$ cat src/rtl/spart_io_master.sv
// CPU-side initiator for the SPART I/O port: polls the status word, drains RX bytes into a
// one-entry holding register, pushes TX bytes, and aborts requests that never complete.
module spart_io_master #(
  parameter int unsigned PollInterval = 16,
  parameter int unsigned Timeout      = 1024,
  parameter logic [27:0] DataAddr     = 28'h800_0000,
  parameter logic [27:0] StatAddr     = 28'h800_0001
) (
  input  logic        clk_i,
  input  logic        rst_ni,
  output logic        io_valid_data_o,
  output logic        io_rw_data_o,
  output logic [27:0] mem_addr_o,
  output logic [31:0] io_wr_data_o,
  input  logic        io_ready_data_i,
  input  logic [31:0] io_rd_data_i,
  input  logic [7:0]  tx_data_i,
  input  logic        tx_valid_i,
  output logic        tx_ready_o,
  output logic [7:0]  rx_data_o,
  output logic        rx_valid_o,
  input  logic        rx_ready_i,
  output logic        timeout_err_o
);

  typedef enum logic [2:0] {
    StIdle,
    StStatReq,
    StGap,
    StDecide,
    StRxReq,
    StTxReq
  } state_e;

  localparam logic [15:0] PollLast    = 16'(PollInterval - 1);
  localparam logic [15:0] TimeoutLast = 16'(Timeout - 1);

  state_e      state_q, state_d;
  state_e      gap_tgt_q, gap_tgt_d;
  logic [15:0] poll_cnt_q, poll_cnt_d;
  logic [15:0] to_cnt_q, to_cnt_d;
  logic [1:0]  status_q, status_d;
  logic        valid_q, valid_d;
  logic        rw_q, rw_d;
  logic [27:0] addr_q, addr_d;
  logic [31:0] wr_data_q, wr_data_d;
  logic        tx_ready_q, tx_ready_d;
  logic [7:0]  rx_data_q, rx_data_d;
  logic        rx_valid_q, rx_valid_d;
  logic        err_q, err_d;

  logic done;
  logic expire;
  logic rx_free;

  logic unused_rd;
  assign unused_rd = ^io_rd_data_i[31:8];

  // Completion and timeout only mean anything while a request is actually on the bus.
  assign done    = valid_q & io_ready_data_i;
  assign expire  = valid_q & ~io_ready_data_i & (to_cnt_q == TimeoutLast);
  assign rx_free = ~rx_valid_q | rx_ready_i;

  always_comb begin
    state_d    = state_q;
    gap_tgt_d  = gap_tgt_q;
    poll_cnt_d = poll_cnt_q;
    to_cnt_d   = '0;
    status_d   = status_q;
    tx_ready_d = 1'b0;
    rx_data_d  = rx_data_q;
    rx_valid_d = rx_valid_q & ~rx_ready_i;
    err_d      = err_q;

    if (valid_q && !io_ready_data_i && !expire) begin
      to_cnt_d = to_cnt_q + 16'd1;
    end

    case (state_q)
      StIdle: begin
        if (poll_cnt_q == PollLast) begin
          poll_cnt_d = '0;
          state_d    = StStatReq;
        end else begin
          poll_cnt_d = poll_cnt_q + 16'd1;
        end
      end
      StStatReq: begin
        if (done) begin
          status_d  = io_rd_data_i[1:0];
          gap_tgt_d = StDecide;
          state_d   = StGap;
        end else if (expire) begin
          err_d     = 1'b1;
          gap_tgt_d = StIdle;
          state_d   = StGap;
        end
      end
      StGap: begin
        state_d = gap_tgt_q;
      end
      StDecide: begin
        if (status_q[0] && rx_free) begin
          state_d = StRxReq;
        end else if (status_q[1] && tx_valid_i) begin
          state_d = StTxReq;
        end else begin
          state_d = StIdle;
        end
      end
      StRxReq: begin
        if (done) begin
          // A reload overrides a same-cycle consume.
          rx_data_d  = io_rd_data_i[7:0];
          rx_valid_d = 1'b1;
          gap_tgt_d  = StStatReq;
          state_d    = StGap;
        end else if (expire) begin
          err_d     = 1'b1;
          gap_tgt_d = StIdle;
          state_d   = StGap;
        end
      end
      StTxReq: begin
        if (done) begin
          tx_ready_d = 1'b1;
          gap_tgt_d  = StStatReq;
          state_d    = StGap;
        end else if (expire) begin
          err_d     = 1'b1;
          gap_tgt_d = StIdle;
          state_d   = StGap;
        end
      end
      default: begin
        state_d = StIdle;
      end
    endcase
  end

  // Request fields are registered from the next state, so they are stable for the
  // whole valid window and zero outside it.
  always_comb begin
    valid_d   = 1'b0;
    rw_d      = 1'b0;
    addr_d    = '0;
    wr_data_d = '0;
    case (state_d)
      StStatReq: begin
        valid_d = 1'b1;
        addr_d  = StatAddr;
      end
      StRxReq: begin
        valid_d = 1'b1;
        addr_d  = DataAddr;
      end
      StTxReq: begin
        valid_d   = 1'b1;
        rw_d      = 1'b1;
        addr_d    = DataAddr;
        wr_data_d = (state_q == StTxReq) ? wr_data_q : {24'd0, tx_data_i};
      end
      default: begin
        valid_d = 1'b0;
      end
    endcase
  end

  always_ff @(posedge clk_i or negedge rst_ni) begin
    if (!rst_ni) begin
      state_q    <= StIdle;
      gap_tgt_q  <= StIdle;
      poll_cnt_q <= '0;
      to_cnt_q   <= '0;
      status_q   <= '0;
      valid_q    <= 1'b0;
      rw_q       <= 1'b0;
      addr_q     <= '0;
      wr_data_q  <= '0;
      tx_ready_q <= 1'b0;
      rx_data_q  <= '0;
      rx_valid_q <= 1'b0;
      err_q      <= 1'b0;
    end else begin
      state_q    <= state_d;
      gap_tgt_q  <= gap_tgt_d;
      poll_cnt_q <= poll_cnt_d;
      to_cnt_q   <= to_cnt_d;
      status_q   <= status_d;
      valid_q    <= valid_d;
      rw_q       <= rw_d;
      addr_q     <= addr_d;
      wr_data_q  <= wr_data_d;
      tx_ready_q <= tx_ready_d;
      rx_data_q  <= rx_data_d;
      rx_valid_q <= rx_valid_d;
      err_q      <= err_d;
    end
  end

  assign io_valid_data_o = valid_q;
  assign io_rw_data_o    = rw_q;
  assign mem_addr_o      = addr_q;
  assign io_wr_data_o    = wr_data_q;
  assign tx_ready_o      = tx_ready_q;
  assign rx_data_o       = rx_data_q;
  assign rx_valid_o      = rx_valid_q;
  assign timeout_err_o   = err_q;

endmodule

$ cat config.mk
export PLATFORM = sky130hd
export DESIGN_NAME = spart_io_master
export DESIGN_NICKNAME = d
export VERILOG_FILES = /design/src/rtl/spart_io_master.sv
export SDC_FILE = /design/constraint.sdc
export NUM_CORES = 1
export LEC_CHECK = 0
export BUFFER_PORTS_ARGS = -buffer_cell sky130_fd_sc_hd__buf_2
export CAP_MARGIN = 20
export CORE_UTILIZATION = 34
export CTS_CLUSTER_DIAMETER = 100
export DETAILED_ROUTE_END_ITERATION = 8
export PLACE_DENSITY = 0.67
export SYNTH_ARGS = -nofsm -noshare
export SYNTH_HDL_FRONTEND = slang
export SYNTH_SLANG_ARGS = --single-unit
$ cat constraint.sdc
create_clock -name clk_i -period 2 [get_ports clk_i]
set_input_delay 0.1 -clock clk_i [delete_from_list [all_inputs] [get_ports clk_i]]
set_output_delay 0.1 -clock clk_i [all_outputs]
set_load 0.05 [all_outputs]
==> impl_results.md <==
* Outcome: completed
* Post-synthesis async set-or-reset flop share at 1.00
* Peak VDD IR at roughly 740 µV
* Startpoint Class: flop
* Most area-consuming cells after synthesis: dfrtp_1, buf_4, xnor2_1
* Remaining Overflow, GRT at 0
* Share of layout cells above drive strength 1 at 0.273
* Post-Syn Area per Cell at 10.6 µm²
* Final WL at about 5600 µm
* DP Cell Count at between 400 and 500
* Worst-Margin Slew at ~0.54 ns
* Die area at 9890 µm²
* Commonest cells in the netlist: dfrtp_1, buf_4, nor2_1
* Starting DRT DRC Count at 54
* CTS buffer count at 9
* Buffers on Ports at 43
* Vias in the first global route at around 2.1k
* Crit path from: to_cnt_q[12]
* CP Data Required Time at 2.21 ns
* CTS Sinks at 62
* Post-layout minimum cycle time at approximately 1.9 ns
* H-tree levels at 3
* Clock latency on the worst-skew pair at about 0.34 ns
* Rel. slew slack at 0.642
* # DRC at 0
* TritonRoute pass-1 iters at 4
* # IOs at between 100 and 150
* Core footprint at 9240 µm²
* Via density per instance at roughly 4.3
* Distinct cells, synth at 42
* Hold Slack at 0.0149 ns
* Filler Cell Count at ~870
* Flop pwr share at 0.355
* EDFF count, synth at 0
* Post-Layout Cell Count at 510
* Class of the worst hold path: in -> reg
* Setup Skew at 0.00588 ns
* Final ANT Viol Nets at 0
* Vias at 2201
* Crit path DAT at about 2.1 ns
* Layout Nets at 423
* Area share of the largest cell type after synthesis at 0.480
* Synth warn at 0
* Setup Fix Bufs, Post-CTS at 0
* Die Height at just under 100 µm
* CTS tree: built
* Leakage Power at slightly below 2 nW
* Count of final setup violators at 0
* Area grow syn2layout at 18.8%
* NetSw at approximately 1.9 mW
* Die Span X at roughly 99 µm
* Final period util at 0.945
* Post-DP HPWL at just under 4000 µm
* Register area share after synthesis at 0.480
* RD Place Congestion at 0.767
* FP Rows at 35
* Crit path max fanout at 11
* Pins Over Slew Limit at 0
* FMAX at between 0.5 and 0.6 GHz
* Sw frac at 0.402
* First-pass GRT wire length at around 9400 µm
* Clock Pin Slew Worst Setup and Hold Paths at ~0.07 ns
* Crit. End Element: flop
* WS Path Type: reg -> reg
* Final hold vios at 0
* Cell Int Power at ~2.8 mW
* Top-count cell post-synth: dfrtp_1
* P per Cell Area at about 1200 nW/µm²
* CTS root buffer: clkbuf_8
* Starting Density at 0.349
* Top_reg_cell synth: dfrtp_1
* HP Start: io_rd_data_i[1]
* Yosys reg bits at just over 60
* Clock Tree Buf Depth at 2
* Area leader, netlist: dfrtp_1
* Initial antenna violation count at 0
* Synthesized area at about 3200 µm²
* Largest net degree at the start of global routing at 30
* Tot GR Track Use at 0.123
* Worst reg2reg startpoint: to_cnt_q[12]
* Comb power frac at 0.376
* Clock power share at 0.269
* Max Cap Viol at 0
* Antenna fix cells at 0
* WL/cell at around 11 µm
* Gate count of the mapped netlist at between 300 and 400
-- power by group through the flow --
stage,sequential [mW],combinational [mW],clock (mW)
2_1_floorplan,2.10,1.08,0
3_3_place_gp,1.69,1.74,0
3_5_place_dp,1.71,1.76,0
4_1_cts,1.68,1.78,1.31
5_1_grt,1.72,1.94,1.36
6_report,1.69,1.79,1.28
-- metal layers --
layer,GRT usage,up-vias,share of wire
met5,0,-,0
li1,-,1070,-
met2,0.191,64,0.47
met3,0.0520,8,0.051
met4,0.0385,0,0.010
met1,0.157,1059,0.46
-- path summary, 6_finish.rpt --
path / cells past startpoint / endpoint / slack [ns]
max: 6 / io_wr_data_o[1] / 0.11
min: 2 / rx_data_o[1] / 0.01
max reg2reg: 6 / io_wr_data_o[1] / 0.11
min reg2reg: 1 / timeout_err_o / 0.48
max in group asynchronous: 3 / io_valid_data_o / 1.14
min in group asynchronous: 2 / to_cnt_q[8] / 0.28
-- metrics by stage --
stage | instance area, µm² | setup slack (ns) | utilization | TNS (ns) | power [mW]
after floorplan | 3410 | 0.114 | - | 0 | 3.18
after global placement | 3500 | 0.137 | 0.379 | 0 | 3.43
after detailed placement | 3500 | 0.100 | 0.379 | 0 | 3.47
after CTS | 3820 | 0.0466 | 0.413 | 0 | 4.77
after global routing | 3840 | -0.00695 | 0.415 | -0.00695 | 5.03
final | 3840 | 0.109 | 0.415 | 0 | 4.75
-- critical path: stages (launching register included) --
cell and delay [ns]:
dfrtp_1 0.42, or4_1 0.55, nor3_4 0.17, a31oi_1 0.13, nor3_2 0.21, buf_6 0.20
nor3_1 0.07
-- kinds of logic after synthesis --
kind of cell | count (synthesis) | synth area share
and+or+nand+nor | 117 | 0.201
DFF | 62 | 0.480
buffers and inverters | 62 | 0.139
xor gates and xnor gates | 26 | 0.0705
muxes | 19 | 0.0643
AOI/OAI and AO/OA | 16 | 0.0364
adders and majority gates | 2 | 0.00775
other | 1 | 0.00116
-- what timing repair did --
action                                  in CTS  in global routing
endpoints found under the setup margin       0                  4
hold buffers                                 8                  0
resized for setup                            0                  4
endpoints found under the hold margin       29                  0
-- sequential cells by signal, summed over array words and instances (netlist names) --
name             flops
io_valid_data_o      1
gap_tgt_q            3
state_q              3
tx_ready_o           1
rx_data_o            8
io_rw_data_o         1
timeout_err_o        1
rx_valid_o           1
status_q             2
to_cnt_q            16
mem_addr_o           1
io_wr_data_o         8
poll_cnt_q          16
-- cells in the final DEF, fill, tap and decap left out, types with 3 or more instances in the layout --
cell type,n
a21o_1,4
and3_1,9
buf_2,43
buf_4,15
clkbuf_8,12
conb_1,50
dfrtp_1,61
dlygate4sd3_1,8
inv_1,5
mux2_2,10
mux2i_1,8
nand2_1,22
nand2b_1,4
nand3_1,15
nand4_1,3
nor2_1,30
nor3_1,8
nor3_2,8
nor4_1,4
o21ai_0,3
xnor2_1,16
xor2_1,10
-- cell type report --
| class | instances | area, µm² | area share |
|---|---|---|---|
| flip-flops and latches | 62 | 1550 | 0.405 |
| clock buffers | 13 | 169 | 0.0440 |
| inverters | 5 | 18.8 | 0.00489 |
| multi-input cells | 230 | 1430 | 0.373 |
| well taps | 129 | 161 | 0.0421 |
| clock inverters | 3 | 65.1 | 0.0170 |
| repair buffers | 68 | 439 | 0.114 |
No activity file was read; power rests on OpenSTA's default activity.
